[config.mk]
export PLATFORM = sky130hd
export DESIGN_NAME = mem_ctrl_flat
export DESIGN_NICKNAME = d
export VERILOG_FILES = /design/src/rtl/mem_ctrl_if.sv /design/src/rtl/mem_ctrl.sv /design/src/flat_wrapper.sv
export SDC_FILE = /design/constraint.sdc
export NUM_CORES = 1
export LEC_CHECK = 0
export ABC_CLOCK_PERIOD_IN_PS = 3600
export BUFFER_PORTS_ARGS = -buffer_cell sky130_fd_sc_hd__buf_2
export CORE_UTILIZATION = 50
export CTS_BUF_LIST = sky130_fd_sc_hd__clkbuf_8
export DETAILED_ROUTE_END_ITERATION = 6
export PLACE_DENSITY = 0.74
export SLEW_MARGIN = 10
export SYNTH_ARGS = -nofsm -noshare
export SYNTH_HDL_FRONTEND = slang
export SYNTH_SLANG_ARGS = --single-unit
[constraint.sdc]
create_clock -name clk_in -period 3.6 [get_ports clk_in]
set_input_delay 0.18 -clock clk_in [delete_from_list [all_inputs] [get_ports clk_in]]
set_output_delay 0.18 -clock clk_in [all_outputs]
set_load 0.02 [all_outputs]
[src/rtl/mem_ctrl_if.sv]
// Bus bundle between the CPU stages (IF/MEM), the memory controller and the byte-wide RAM port.
// Signal names keep the controller-side direction suffixes.
interface mem_ctrl_if;
  logic        if_req_i;
  logic [31:0] if_addr_i;
  logic [31:0] if_data_o;
  logic        if_done_o;
  logic        mem_req_i;
  logic        mem_we_i;
  logic [1:0]  mem_len_i;
  logic [31:0] mem_addr_i;
  logic [31:0] mem_wdata_i;
  logic [31:0] mem_rdata_o;
  logic        mem_done_o;
  logic [7:0]  ram_din_i;
  logic [7:0]  ram_dout_o;
  logic [31:0] ram_a_o;
  logic        ram_wr_o;
  logic        busy_o;

  modport slave (
    input  if_req_i, if_addr_i, mem_req_i, mem_we_i, mem_len_i, mem_addr_i,
           mem_wdata_i, ram_din_i,
    output if_data_o, if_done_o, mem_rdata_o, mem_done_o, ram_dout_o, ram_a_o,
           ram_wr_o, busy_o
  );

  modport master (
    output if_req_i, if_addr_i, mem_req_i, mem_we_i, mem_len_i, mem_addr_i,
           mem_wdata_i, ram_din_i,
    input  if_data_o, if_done_o, mem_rdata_o, mem_done_o, ram_dout_o, ram_a_o,
           ram_wr_o, busy_o
  );
endinterface

[src/rtl/mem_ctrl.sv]
// Byte-wide RAM port arbiter for IF and MEM: serialises 1/2/4-byte accesses and
// assembles little-endian words; MEM has fixed priority over IF.
module mem_ctrl (
  input  logic       clk_in,
  input  logic       rst_in,
  input  logic       rdy_in,
  mem_ctrl_if.slave  bus
);

  typedef enum logic [1:0] {IDLE, READ, WRITE} state_e;

  state_e      state_q;
  logic        port_mem_q;
  logic [31:0] base_q;
  logic [2:0]  n_q;
  logic [2:0]  iss_q;
  logic [2:0]  rcv_q;
  logic        prime_q;
  logic [31:0] buf_q;
  logic [31:0] wdata_q;
  logic [31:0] ram_a_q;
  logic [7:0]  ram_dout_q;
  logic        wr_q;
  logic [31:0] if_data_q;
  logic [31:0] mem_rdata_q;
  logic        if_done_q;
  logic        mem_done_q;
  logic        busy_q;

  logic        grant_mem;
  logic        grant_if;
  logic [31:0] grant_addr;
  logic [2:0]  grant_n;
  logic [2:0]  iss_nx;
  logic [2:0]  rcv_nx;
  logic        capture;
  logic [31:0] buf_d;
  logic [31:0] next_a;
  logic [7:0]  next_wb;

  always_comb begin
    grant_mem  = bus.mem_req_i && !if_done_q && !mem_done_q;
    grant_if   = bus.if_req_i && !bus.mem_req_i && !if_done_q && !mem_done_q;
    grant_addr = grant_mem ? bus.mem_addr_i : bus.if_addr_i;
    if (!grant_mem)             grant_n = 3'd4;
    else if (bus.mem_len_i[1])  grant_n = 3'd4;
    else if (bus.mem_len_i[0])  grant_n = 3'd2;
    else                        grant_n = 3'd1;
    iss_nx  = iss_q + 3'd1;
    rcv_nx  = rcv_q + 3'd1;
    // iss counts addresses whose bus cycle has completed, so the byte on
    // ram_din_i belongs to index rcv whenever rcv < iss.
    capture = !prime_q && (rcv_q < iss_q);
    buf_d   = buf_q;
    if (capture) buf_d[{rcv_q[1:0], 3'b000} +: 8] = bus.ram_din_i;
    next_a  = base_q + {29'd0, iss_nx};
    next_wb = wdata_q[{iss_nx[1:0], 3'b000} +: 8];
  end

  always_ff @(posedge clk_in) begin
    if (rst_in) begin
      state_q     <= IDLE;
      port_mem_q  <= 1'b0;
      base_q      <= '0;
      n_q         <= '0;
      iss_q       <= '0;
      rcv_q       <= '0;
      prime_q     <= 1'b0;
      buf_q       <= '0;
      wdata_q     <= '0;
      ram_a_q     <= '0;
      ram_dout_q  <= '0;
      wr_q        <= 1'b0;
      if_data_q   <= '0;
      mem_rdata_q <= '0;
      if_done_q   <= 1'b0;
      mem_done_q  <= 1'b0;
      busy_q      <= 1'b0;
    end else begin
      if_done_q  <= 1'b0;
      mem_done_q <= 1'b0;
      if (!rdy_in) begin
        // A stalled read drops in-flight bytes; the address register is
        // rewound now so the prime cycle re-drives base + rcv.
        if (state_q == READ) begin
          iss_q   <= rcv_q;
          prime_q <= 1'b1;
          ram_a_q <= base_q + {29'd0, rcv_q};
        end
      end else begin
        unique case (state_q)
          IDLE: begin
            if (grant_mem || grant_if) begin
              port_mem_q <= grant_mem;
              base_q     <= grant_addr;
              n_q        <= grant_n;
              wdata_q    <= bus.mem_wdata_i;
              iss_q      <= '0;
              rcv_q      <= '0;
              prime_q    <= 1'b0;
              buf_q      <= '0;
              ram_a_q    <= grant_addr;
              busy_q     <= 1'b1;
              if (grant_mem && bus.mem_we_i) begin
                state_q    <= WRITE;
                wr_q       <= 1'b1;
                ram_dout_q <= bus.mem_wdata_i[7:0];
              end else begin
                state_q <= READ;
              end
            end
          end
          READ: begin
            prime_q <= 1'b0;
            if (iss_q < n_q) begin
              iss_q <= iss_nx;
              if (iss_nx < n_q) ram_a_q <= next_a;
            end
            if (capture) begin
              buf_q <= buf_d;
              rcv_q <= rcv_nx;
              if (rcv_nx == n_q) begin
                state_q <= IDLE;
                busy_q  <= 1'b0;
                if (port_mem_q) begin
                  mem_rdata_q <= buf_d;
                  mem_done_q  <= 1'b1;
                end else begin
                  if_data_q <= buf_d;
                  if_done_q <= 1'b1;
                end
              end
            end
          end
          WRITE: begin
            if (iss_nx < n_q) begin
              iss_q      <= iss_nx;
              ram_a_q    <= next_a;
              ram_dout_q <= next_wb;
            end else begin
              wr_q       <= 1'b0;
              mem_done_q <= 1'b1;
              state_q    <= IDLE;
              busy_q     <= 1'b0;
            end
          end
          default: state_q <= IDLE;
        endcase
      end
    end
  end

  assign bus.if_data_o   = if_data_q;
  assign bus.if_done_o   = if_done_q;
  assign bus.mem_rdata_o = mem_rdata_q;
  assign bus.mem_done_o  = mem_done_q;
  assign bus.ram_dout_o  = ram_dout_q;
  assign bus.ram_a_o     = ram_a_q;
  assign bus.ram_wr_o    = wr_q & rdy_in;
  assign bus.busy_o      = busy_q;

endmodule

[src/flat_wrapper.sv]
// flat-port wrapper written by rule: the top's interface ports become plain ports
module mem_ctrl_flat 
  (clk_in, rst_in, rdy_in, bus_if_req_i, bus_if_addr_i, bus_mem_req_i, bus_mem_we_i, bus_mem_len_i, bus_mem_addr_i, bus_mem_wdata_i, bus_ram_din_i, bus_if_data_o, bus_if_done_o, bus_mem_rdata_o, bus_mem_done_o, bus_ram_dout_o, bus_ram_a_o, bus_ram_wr_o, bus_busy_o);
  mem_ctrl_if bus_i ();
  input  logic clk_in;
  input  logic rst_in;
  input  logic rdy_in;
  input wire logic [$bits(bus_i.if_req_i)-1:0] bus_if_req_i;
  input wire logic [$bits(bus_i.if_addr_i)-1:0] bus_if_addr_i;
  input wire logic [$bits(bus_i.mem_req_i)-1:0] bus_mem_req_i;
  input wire logic [$bits(bus_i.mem_we_i)-1:0] bus_mem_we_i;
  input wire logic [$bits(bus_i.mem_len_i)-1:0] bus_mem_len_i;
  input wire logic [$bits(bus_i.mem_addr_i)-1:0] bus_mem_addr_i;
  input wire logic [$bits(bus_i.mem_wdata_i)-1:0] bus_mem_wdata_i;
  input wire logic [$bits(bus_i.ram_din_i)-1:0] bus_ram_din_i;
  output wire logic [$bits(bus_i.if_data_o)-1:0] bus_if_data_o;
  output wire logic [$bits(bus_i.if_done_o)-1:0] bus_if_done_o;
  output wire logic [$bits(bus_i.mem_rdata_o)-1:0] bus_mem_rdata_o;
  output wire logic [$bits(bus_i.mem_done_o)-1:0] bus_mem_done_o;
  output wire logic [$bits(bus_i.ram_dout_o)-1:0] bus_ram_dout_o;
  output wire logic [$bits(bus_i.ram_a_o)-1:0] bus_ram_a_o;
  output wire logic [$bits(bus_i.ram_wr_o)-1:0] bus_ram_wr_o;
  output wire logic [$bits(bus_i.busy_o)-1:0] bus_busy_o;
  assign bus_i.if_req_i = bus_if_req_i;
  assign bus_i.if_addr_i = bus_if_addr_i;
  assign bus_i.mem_req_i = bus_mem_req_i;
  assign bus_i.mem_we_i = bus_mem_we_i;
  assign bus_i.mem_len_i = bus_mem_len_i;
  assign bus_i.mem_addr_i = bus_mem_addr_i;
  assign bus_i.mem_wdata_i = bus_mem_wdata_i;
  assign bus_i.ram_din_i = bus_ram_din_i;
  assign bus_if_data_o = bus_i.if_data_o;
  assign bus_if_done_o = bus_i.if_done_o;
  assign bus_mem_rdata_o = bus_i.mem_rdata_o;
  assign bus_mem_done_o = bus_i.mem_done_o;
  assign bus_ram_dout_o = bus_i.ram_dout_o;
  assign bus_ram_a_o = bus_i.ram_a_o;
  assign bus_ram_wr_o = bus_i.ram_wr_o;
  assign bus_busy_o = bus_i.busy_o;
  mem_ctrl u_core (.clk_in(clk_in), .rst_in(rst_in), .rdy_in(rdy_in), .bus(bus_i));
endmodule
# Yosys cells after proc, flatten, opt, wreduce, memory -nomap -nowiden
# Cells that the tools add are included.
[totals]
output_inout_bits = 108
ff_bits = 217
[op_classes]
reduce_logical = 30
mux = 50
n_shift = 3
n_eq_ne = 12
bitwise_logic = 6
n_lt_le_gt_ge = 3
n_addsub = 5
[ops]
columns = ["operator", "count"]
rows = [
  ["$mux W32", 8],
  ["$pmux W32 S3", 1],
  ["$add A32 B3 Y32", 2],
  ["$pmux W32 S2", 1],
  ["$bwmux W32", 1],
  ["$shift A8 B7 Y32 const A", 1],
  ["$shiftx A32 B6 Y8", 1],
  ["$shiftx A8 B7 Y32", 1],
  ["$reduce_and A5 Y1", 6],
  ["$mux W3", 8],
  ["$mux W8", 3],
  ["$pmux W8 S2", 1],
  ["$mux W1", 14],
  ["$mux W2", 6],
  ["$lt A3 B3 Y1", 3],
  ["$pmux W3 S3", 1],
  ["$ne A2 B1 Y1 const B", 4],
  ["$reduce_and A4 Y1", 2],
  ["$logic_and A1 B1 Y1", 7],
  ["$neg A5 Y7", 1],
  ["$add A3 B1 Y3 const B", 2],
  ["$ne A3 B2 Y1 const B", 2],
  ["$pmux W1 S2", 3],
  ["$pmux W2 S3", 1],
  ["18 further kinds", 29],
]

# Longest topological paths before layout
# Gate-level depths: netlist of the first run.
[depth]
ltp_word = 8
depth_mapped = 12

# Least setup slack after synthesis of the first run
# No wires, ideal clock.
[synth_timing]
path_type = "register -> register"
from = "register u_core.iss_q[0]"
to = "register u_core.ram_a_q[10] (netlist: u_core.bus.ram_a_o[10])"
t_required_ps = 3541
n_path_buf = 1
stages_incl_launch_ff = 11
setup_time_ps = 59
period_less_slack_ps = 2764
t_arrival_ps = 2705
slack_ps = 836
cell_sequence = "dfxtp_1 ha_1 buf_2 inv_1 fa_1 nor2b_1 o21ai_4 mux2_4 or3b_1 a221o_1 nand2_1"
[synth_between]
elab_chain_cells = 6
[synth_lines]
columns = ["element", "line", "text"]
rows = [
  ["start, declared", "mem_ctrl.sv:16", "logic [2:0] iss_q;"],
  ["start signal, assigned", "mem_ctrl.sv:86", "iss_q <= rcv_q;"],
  ["start signal, assigned", "mem_ctrl.sv:116", "iss_q <= iss_nx;"],
  ["start signal, assigned", "mem_ctrl.sv:137", "iss_q <= iss_nx;"],
  ["$add A3 B1 Y3", "mem_ctrl.sv:49", "iss_nx = iss_q + 3'd1;"],
  ["$add A32 B3 Y32 or $lt A3 B3 Y1 (tied branches)", "mem_ctrl.sv:56, mem_ctrl.sv:117, mem_ctrl.sv:136", ""],
  ["$mux W32", "mem_ctrl.sv:117, mem_ctrl.sv:136", ""],
  ["$mux W32", "mem_ctrl.sv:115", "if (iss_q < n_q) begin"],
  ["$pmux W32 S3", "mem_ctrl.sv:91", "unique case (state_q)"],
  ["$mux W32", "mem_ctrl.sv:82", "if (!rdy_in) begin"],
  ["end signal, assigned", "mem_ctrl.sv:88", "ram_a_q <= base_q + {29'd0, rcv_q};"],
  ["end signal, assigned", "mem_ctrl.sv:117", "if (iss_nx < n_q) ram_a_q <= next_a;"],
  ["end signal, assigned", "mem_ctrl.sv:138", "ram_a_q <= next_a;"],
  ["end, declared", "mem_ctrl.sv:21", "logic [31:0] ram_a_q;"],
]
# Parallel ways exist; a longest one is shown, timed or not. The select of a mux whose other input is x is not followed.
# A chain may end at the register's enable or synchronous reset.

# Final worst setup path of the first run
[layout_timing]
from = "register u_core.rcv_q[1]"
to = "register u_core.if_data_q[11] (netlist: u_core.bus.if_data_o[11])"
[layout_between]
elab_chain_cells = 3
[layout_lines]
columns = ["element", "line", "text"]
rows = [
  ["start, declared", "mem_ctrl.sv:17", "logic [2:0] rcv_q;"],
  ["start signal, assigned", "mem_ctrl.sv:121", "rcv_q <= rcv_nx;"],
  ["$neg A5 Y7, or another cell as far along", "mem_ctrl.sv:55", "if (capture) buf_d[{rcv_q[1:0], 3'b000} +: 8] = bus.ram_din_i;"],
  ["$shiftx A8 B7 Y32, or another cell as far along", "mem_ctrl.sv:55", ""],
  ["$bwmux W32 or $reduce_and A5 Y1 (tied branches)", "n/a", ""],
  ["end signal, assigned", "mem_ctrl.sv:129", "if_data_q <= buf_d;"],
  ["end, declared", "mem_ctrl.sv:24", "logic [31:0] if_data_q;"],
]
# Parallel ways exist; a longest one is shown, timed or not.

==> reports/metrics.cfg, run 1 <==
[outcome]
status=finished clean

[detailed_routing]
wl_per_cell_um=17.11
drtAntennaViolNets=0
finalWirelength_um=31000
drt-initial-drc-count=770
route.detailed.drc=0
firstDrtPassIters=5
num_vias=10390
viasPerCell=5.736

[grt]
overflow=0
antenna_found_initial=0
top_usage_layer=met2
grt_pass1_vias=9739
use_met1=0.3776
grt_pass1_wl_um=49860
grt_use_met2=0.4380
grt_max_degree=111
track_usage=0.2765
grt_use_met3=0.04238

[logic_synthesis]
seq_area_frac_synth=0.3963
avgSynthCellArea_um2=8.484
synth_area_leader_cell=dfxtp_1
synth_cell_types=85
synth_edf_count=0
syn_nets=1429
async_flop_share=0
ys_ff_latch=217
netlist_area_um2=10960
synth_top_area_frac=0.3963
yosysWarnings=0
ys_top_cells_by_area=dfxtp_1 (40%), a211oi_1 (7.5%), a21oi_1 (5.9%), nand2_1 (5.6%), nor2_1 (5.0%)
synth_cells=1292
synth_flop_cell=dfxtp_1

[sta]
finalWorstSetupSlack_ns=0.6671
max_freq_ghz=0.3410
rsz0062_at_grt=no
slew_viol_final=0
setup_viol=0
hold_viol_final=0
period_needed_ns=2.933
holdWs_ns=0.02573
tns_ns=0
relSlewSlack=0.2749
finClkSkew_ns=0.01710
tightest_slew_ns=1.088
fin_crit_sh=0.8147

[power_and_ir_drop]
p_leak_nw=5.365
power_density_nw_per_um2=465.5
peakVddDrop_mv=0.2759
power_mw=6.173

[layout]
drive_above_1_share=0.2297
mostFrequentLayoutCells=buf_2 (218), dfxtp_1 (217), nand2_1 (163), nor2_1 (144), a21oi_1 (129)
final_cells=1812
syn_to_final_growth_pct=20.98
postLayoutCoreUtil=0.6230
stdcell_area_um2=13260
num-nets-final=1647
final_common_cell=buf_2
antennaDiodeCount=0

[setup_path]
critPathRequiredTime_ns=4.03
arrival_ns=3.36
crit_type=reg2reg
crit_path_max_fanout=64
cp-start-kind=flop
endpoint_kind=flop

[place]
place_area_um2=12150
pre_cts_ws_ns=0.6696
gp_congestion=0.9381
place_hpwl_um=20570
placedCellCount=1711
io_buffers=219

[clocking]
cts_tree=done
cts_inserted_buffers=39
cts_htree_levels=2
cts_root_buf=clkbuf_8
cts.sinks=217
cts_setup_buffers=0
path_clk_slew_ns=0.06
cts_buffer_depth=3
clock_latency_ns=0.54

[hold_path]
hp-class=in2reg

[run]
maxCapViolCount=0

[die]
num_rows=53
die-area_um2=22520
start_util=0.5150
io_pins=220
core_um2=21290
die_h_um=150.1
dieWidth_um=150.1

sequential cells by signal, summed over array words and instances, names as in the netlist, 8 cells and up:
| name | count |
|---|---|
| u_core.bus.if_data_o | 32 |
| u_core.wdata_q | 32 |
| u_core.bus.ram_dout_o | 8 |
| u_core.bus.ram_a_o | 32 |
| u_core.bus.mem_rdata_o | 32 |
| u_core.base_q | 32 |
| u_core.buf_q | 32 |
cell usage after synthesis (4+ instances only):
master     count
dfxtp_1      217
nand4_1       14
xnor2_1       13
clkbuf_1      50
inv_1         19
nor2_1       145
or3_1         34
mux2i_1       48
nor4_1         8
ha_1          23
o221ai_1       5
and4_1         5
nand3_1       15
mux4_2         8
a21oi_1      129
a211oi_2       5
xor2_1        16
o211ai_1       6
a221oi_1       4
a211oi_1     109
nor2b_1       38
nor3_1        21
a21o_1         8
o21ai_0       24
mux2_2         4
buf_1          5
nand2_1      163
and3_1        10
and2_1         4
o2111ai_1      4
buf_6          9
a22oi_1        5
o22ai_1       12
buf_2         37
metal layers:
layer	vias up	share of wire
met5	-	0
met4	0	0.026
met3	61	0.076
met2	427	0.45
met1	4807	0.45
li1	5099	-
repair_timing:
action                                 CTS  global route
hold buffers                            33             0
resized for setup                        0             0
endpoints found under the hold margin   37             0
path summary, 6_finish.rpt:
path                          start                       end  slack (ns)  cells after the start
setup reg to reg    u_core.rcv_q[1]  u_core.bus.if_data_o[11]        0.67                      9
hold reg to reg    u_core.buf_q[26]          u_core.buf_q[26]        0.45                      2
setup / recovery    u_core.rcv_q[1]  u_core.bus.if_data_o[11]        0.67                      9
hold / removal    bus_if_addr_i[24]         u_core.base_q[24]        0.03                      3
critical path: stages, from the launching register on:
cell	delay (ns)
dfxtp_1	0.53
inv_1	0.16
ha_1	0.42
xor2_1	0.19
nor2_2	0.13
o2111ai_2	0.26
nor3_4	0.23
buf_4	0.54
nor2_1	0.09
a211oi_1	0.24
where the power goes:
group	internal, mW	switching, mW	total (mW)
clock network	1.27	1.02	2.29
logic	0.465	0.740	1.20
registers	2.55	0.132	2.68
area by class of cell:
class / count / area, um^2
Fill cell: 1835 / 8025
Multi-Input combinational cell: 952 / 6056
Sequential cell: 217 / 4344
Timing Repair Buffer: 278 / 1653
Clock buffer: 51 / 701.9
Tap cell: 275 / 344.1
Inverter: 22 / 82.58
Clock inverter: 17 / 80.08
cell families after synthesis:
logic type / count (synthesis) / synth area share
and+or+nand+nor: 484 / 0.2145
AOI/OAI and AO/OA: 353 / 0.2179
DFF: 217 / 0.3963
buffers and inverters: 123 / 0.05251
muxes: 61 / 0.06574
xor gates and xnor gates: 29 / 0.02317
adders and majority gates: 25 / 0.02991
Note: power is estimated with default switching activity, not from simulation.
==> run 2: changes to the inputs <==
--- a/config.mk
+++ b/config.mk
@@ -5,12 +5,12 @@
 export SDC_FILE = /design/constraint.sdc
 export NUM_CORES = 1
 export LEC_CHECK = 0
-export ABC_CLOCK_PERIOD_IN_PS = 3600
+export ABC_CLOCK_PERIOD_IN_PS = 2450
 export BUFFER_PORTS_ARGS = -buffer_cell sky130_fd_sc_hd__buf_2
 export CORE_UTILIZATION = 50
 export CTS_BUF_LIST = sky130_fd_sc_hd__clkbuf_8
 export DETAILED_ROUTE_END_ITERATION = 6
-export PLACE_DENSITY = 0.74
+export PLACE_DENSITY = 0.76
 export SLEW_MARGIN = 10
 export SYNTH_ARGS = -nofsm -noshare
 export SYNTH_HDL_FRONTEND = slang
==> constraint.sdc (replaced) <==
create_clock -name clk_in -period 2.45 [get_ports clk_in]
set_input_delay 0.1225 -clock clk_in [delete_from_list [all_inputs] [get_ports clk_in]]
set_output_delay 0.1225 -clock clk_in [all_outputs]
set_load 0.02 [all_outputs]
==> run 2 against run 1 <==
The flow now finishes with violations (negative setup slack). Clock-buffer cell count down 7. Critical endpoint is now u_core.bus.ram_a_o[23]. Clock power rose by 37%. Cell count up 4.5%.
==> reports/metrics.cfg, run 2 (same netlist as run 1, synthesis figures left out) <==
[sta]
fin_crit_sh=1.002
slew_viol_final=0
setup_viol=1
tightest_slew_ns=0.6991
period_needed_ns=2.456
max_freq_ghz=0.4072
rsz0062_at_grt=yes
relSlewSlack=0.5339
finalWorstSetupSlack_ns=-0.006070
hold_viol_final=0
finClkSkew_ns=0.03194

[power_and_ir_drop]
p_leak_nw=5.880
peakVddDrop_mv=0.3496
power_density_nw_per_um2=645.1

[setup_path]
slowest_stage=dfxtp_1
crit_type=reg2reg
endpoint_kind=flop
cpPeakStageDelay_ns=0.48
crit_path_max_fanout=7
arrival_ns=2.94
cp-start-kind=flop
path_cells=xor2_4, ha_4, a21o_1, a31oi_4, o221ai_2, buf_4, nor2_4, buf_8, buf_6, nand4_1, a21oi_2
critPathRequiredTime_ns=2.93

[layout]
num-fill-cells=1704
mostFrequentLayoutCells=buf_2 (218), dfxtp_1 (214), nand2_1 (163), nor2_1 (144), a21oi_1 (128)
antennaDiodeCount=0
drive_above_1_share=0.2674
ff_latch_area_um2=4353
syn_to_final_growth_pct=30.17
final_common_cell=buf_2
num-nets-final=1735
multi_input_area_um2=6272
stdcell_area_um2=14270

[die]
start_util=0.5150
die-area_um2=22520
core_um2=21290
die_h_um=150.1
dieWidth_um=150.1
num_rows=53
io_pins=220

[clocking]
cts_inserted_buffers=39
clock_latency_ns=0.57
cts_root_buf=clkbuf_8
path_clk_slew_ns=0.06
cts_htree_levels=2
cts.sinks=217
cts_tree=done
cts_buffer_depth=3

[hold_path]
hp-class=in2reg

[place]
gp_congestion=0.9514
io_buffers=219
pre_cts_ws_ns=-0.07576
place_area_um2=12590
place_hpwl_um=22120

[grt]
track_usage=0.2860
overflow=0
grt_pass1_wl_um=51160
antenna_found_initial=0
grt_max_degree=81
grt_pass1_vias=9973

[detailed_routing]
viasPerCell=5.867
drt-initial-drc-count=931
num_vias=11110
wl_per_cell_um=18.13
drtAntennaViolNets=0
finalWirelength_um=34340
route.detailed.drc=0
firstDrtPassIters=6

[run]
maxCapViolCount=0

[outcome]
status=finished, violations left
violations=negative setup slack

==> run 2: final cells by class <==
| type | instances | area share |
|---|---|---|
| well taps | 275 | 0.02411 |
| inverters | 22 | 0.005963 |
| multi-input cells | 952 | 0.4396 |
| clock inverters | 18 | 0.006051 |
| flip-flops and latches | 217 | 0.3051 |
| repair buffers | 366 | 0.1768 |
| clock buffers | 44 | 0.04244 |
==> run 2: path summary, 6_finish.rpt <==
path	start	end	slack (ns)	depth (start not counted)
hold reg to reg	u_core.buf_q[3]	u_core.buf_q[3]	0.45	2
setup reg to reg	u_core.iss_q[2]	u_core.bus.ram_a_o[23]	-0.006	11
setup / recovery	u_core.iss_q[2]	u_core.bus.ram_a_o[23]	-0.006	11
hold / removal	bus_if_addr_i[4]	u_core.base_q[4]	0.004	3
==> run 2: metal layers <==
metal,vias to the layer above,global-route usage,part of all wire
met5,-,0,0
met4,0,0.1192,0.030
met3,92,0.04421,0.080
met2,520,0.4502,0.46
met1,5236,0.3887,0.43
li1,5264,-,-
==> run 2: worst max-delay path, delay by kind of cell (launching register included) <==
family                   cells  cell delay [ns]
XOR/XNOR                     1             0.23
buffers and inverters        3             0.47
AND/OR/NAND/NOR              2             0.31
adder cells (fa/ha/maj)      1             0.23
flip-flops                   1             0.48
AO/OA/AOI/OAI                4             0.65
==> run 2: through the flow <==
step	total power [mW]	TNS [ns]	utilization	hold WS [ns]	std cells
floorplan	5.180	-0.07076	-	0.2585	1292
global placement	5.809	-0.06198	0.5917	0.3646	1760
detailed placement	5.844	-0.3061	0.5917	0.3685	1760
CTS	9.057	-0.01409	0.6534	0.0002117	1880
global route	9.599	-0.5875	0.6703	0.01995	1894
finish	9.205	-0.006070	0.6703	0.003791	1894
==> run 2: where the power goes <==
| part | internal (mW) | switching (mW) | total [mW] |
|---|---|---|---|
| sequential | 3.75 | 0.201 | 3.95 |
| combinational | 0.912 | 1.21 | 2.13 |
| clock | 1.63 | 1.50 | 3.13 |
==> run 2: repair_timing <==
item / in CTS / in global routing
hold buffers: 56 / 0
pin swaps: 3 / 23
gates cloned: 0 / 4
resized for setup: 12 / 35
buffers inserted: 2 / 10
setup endpoints to repair: 27 / 93
hold endpoints to repair: 57 / 0
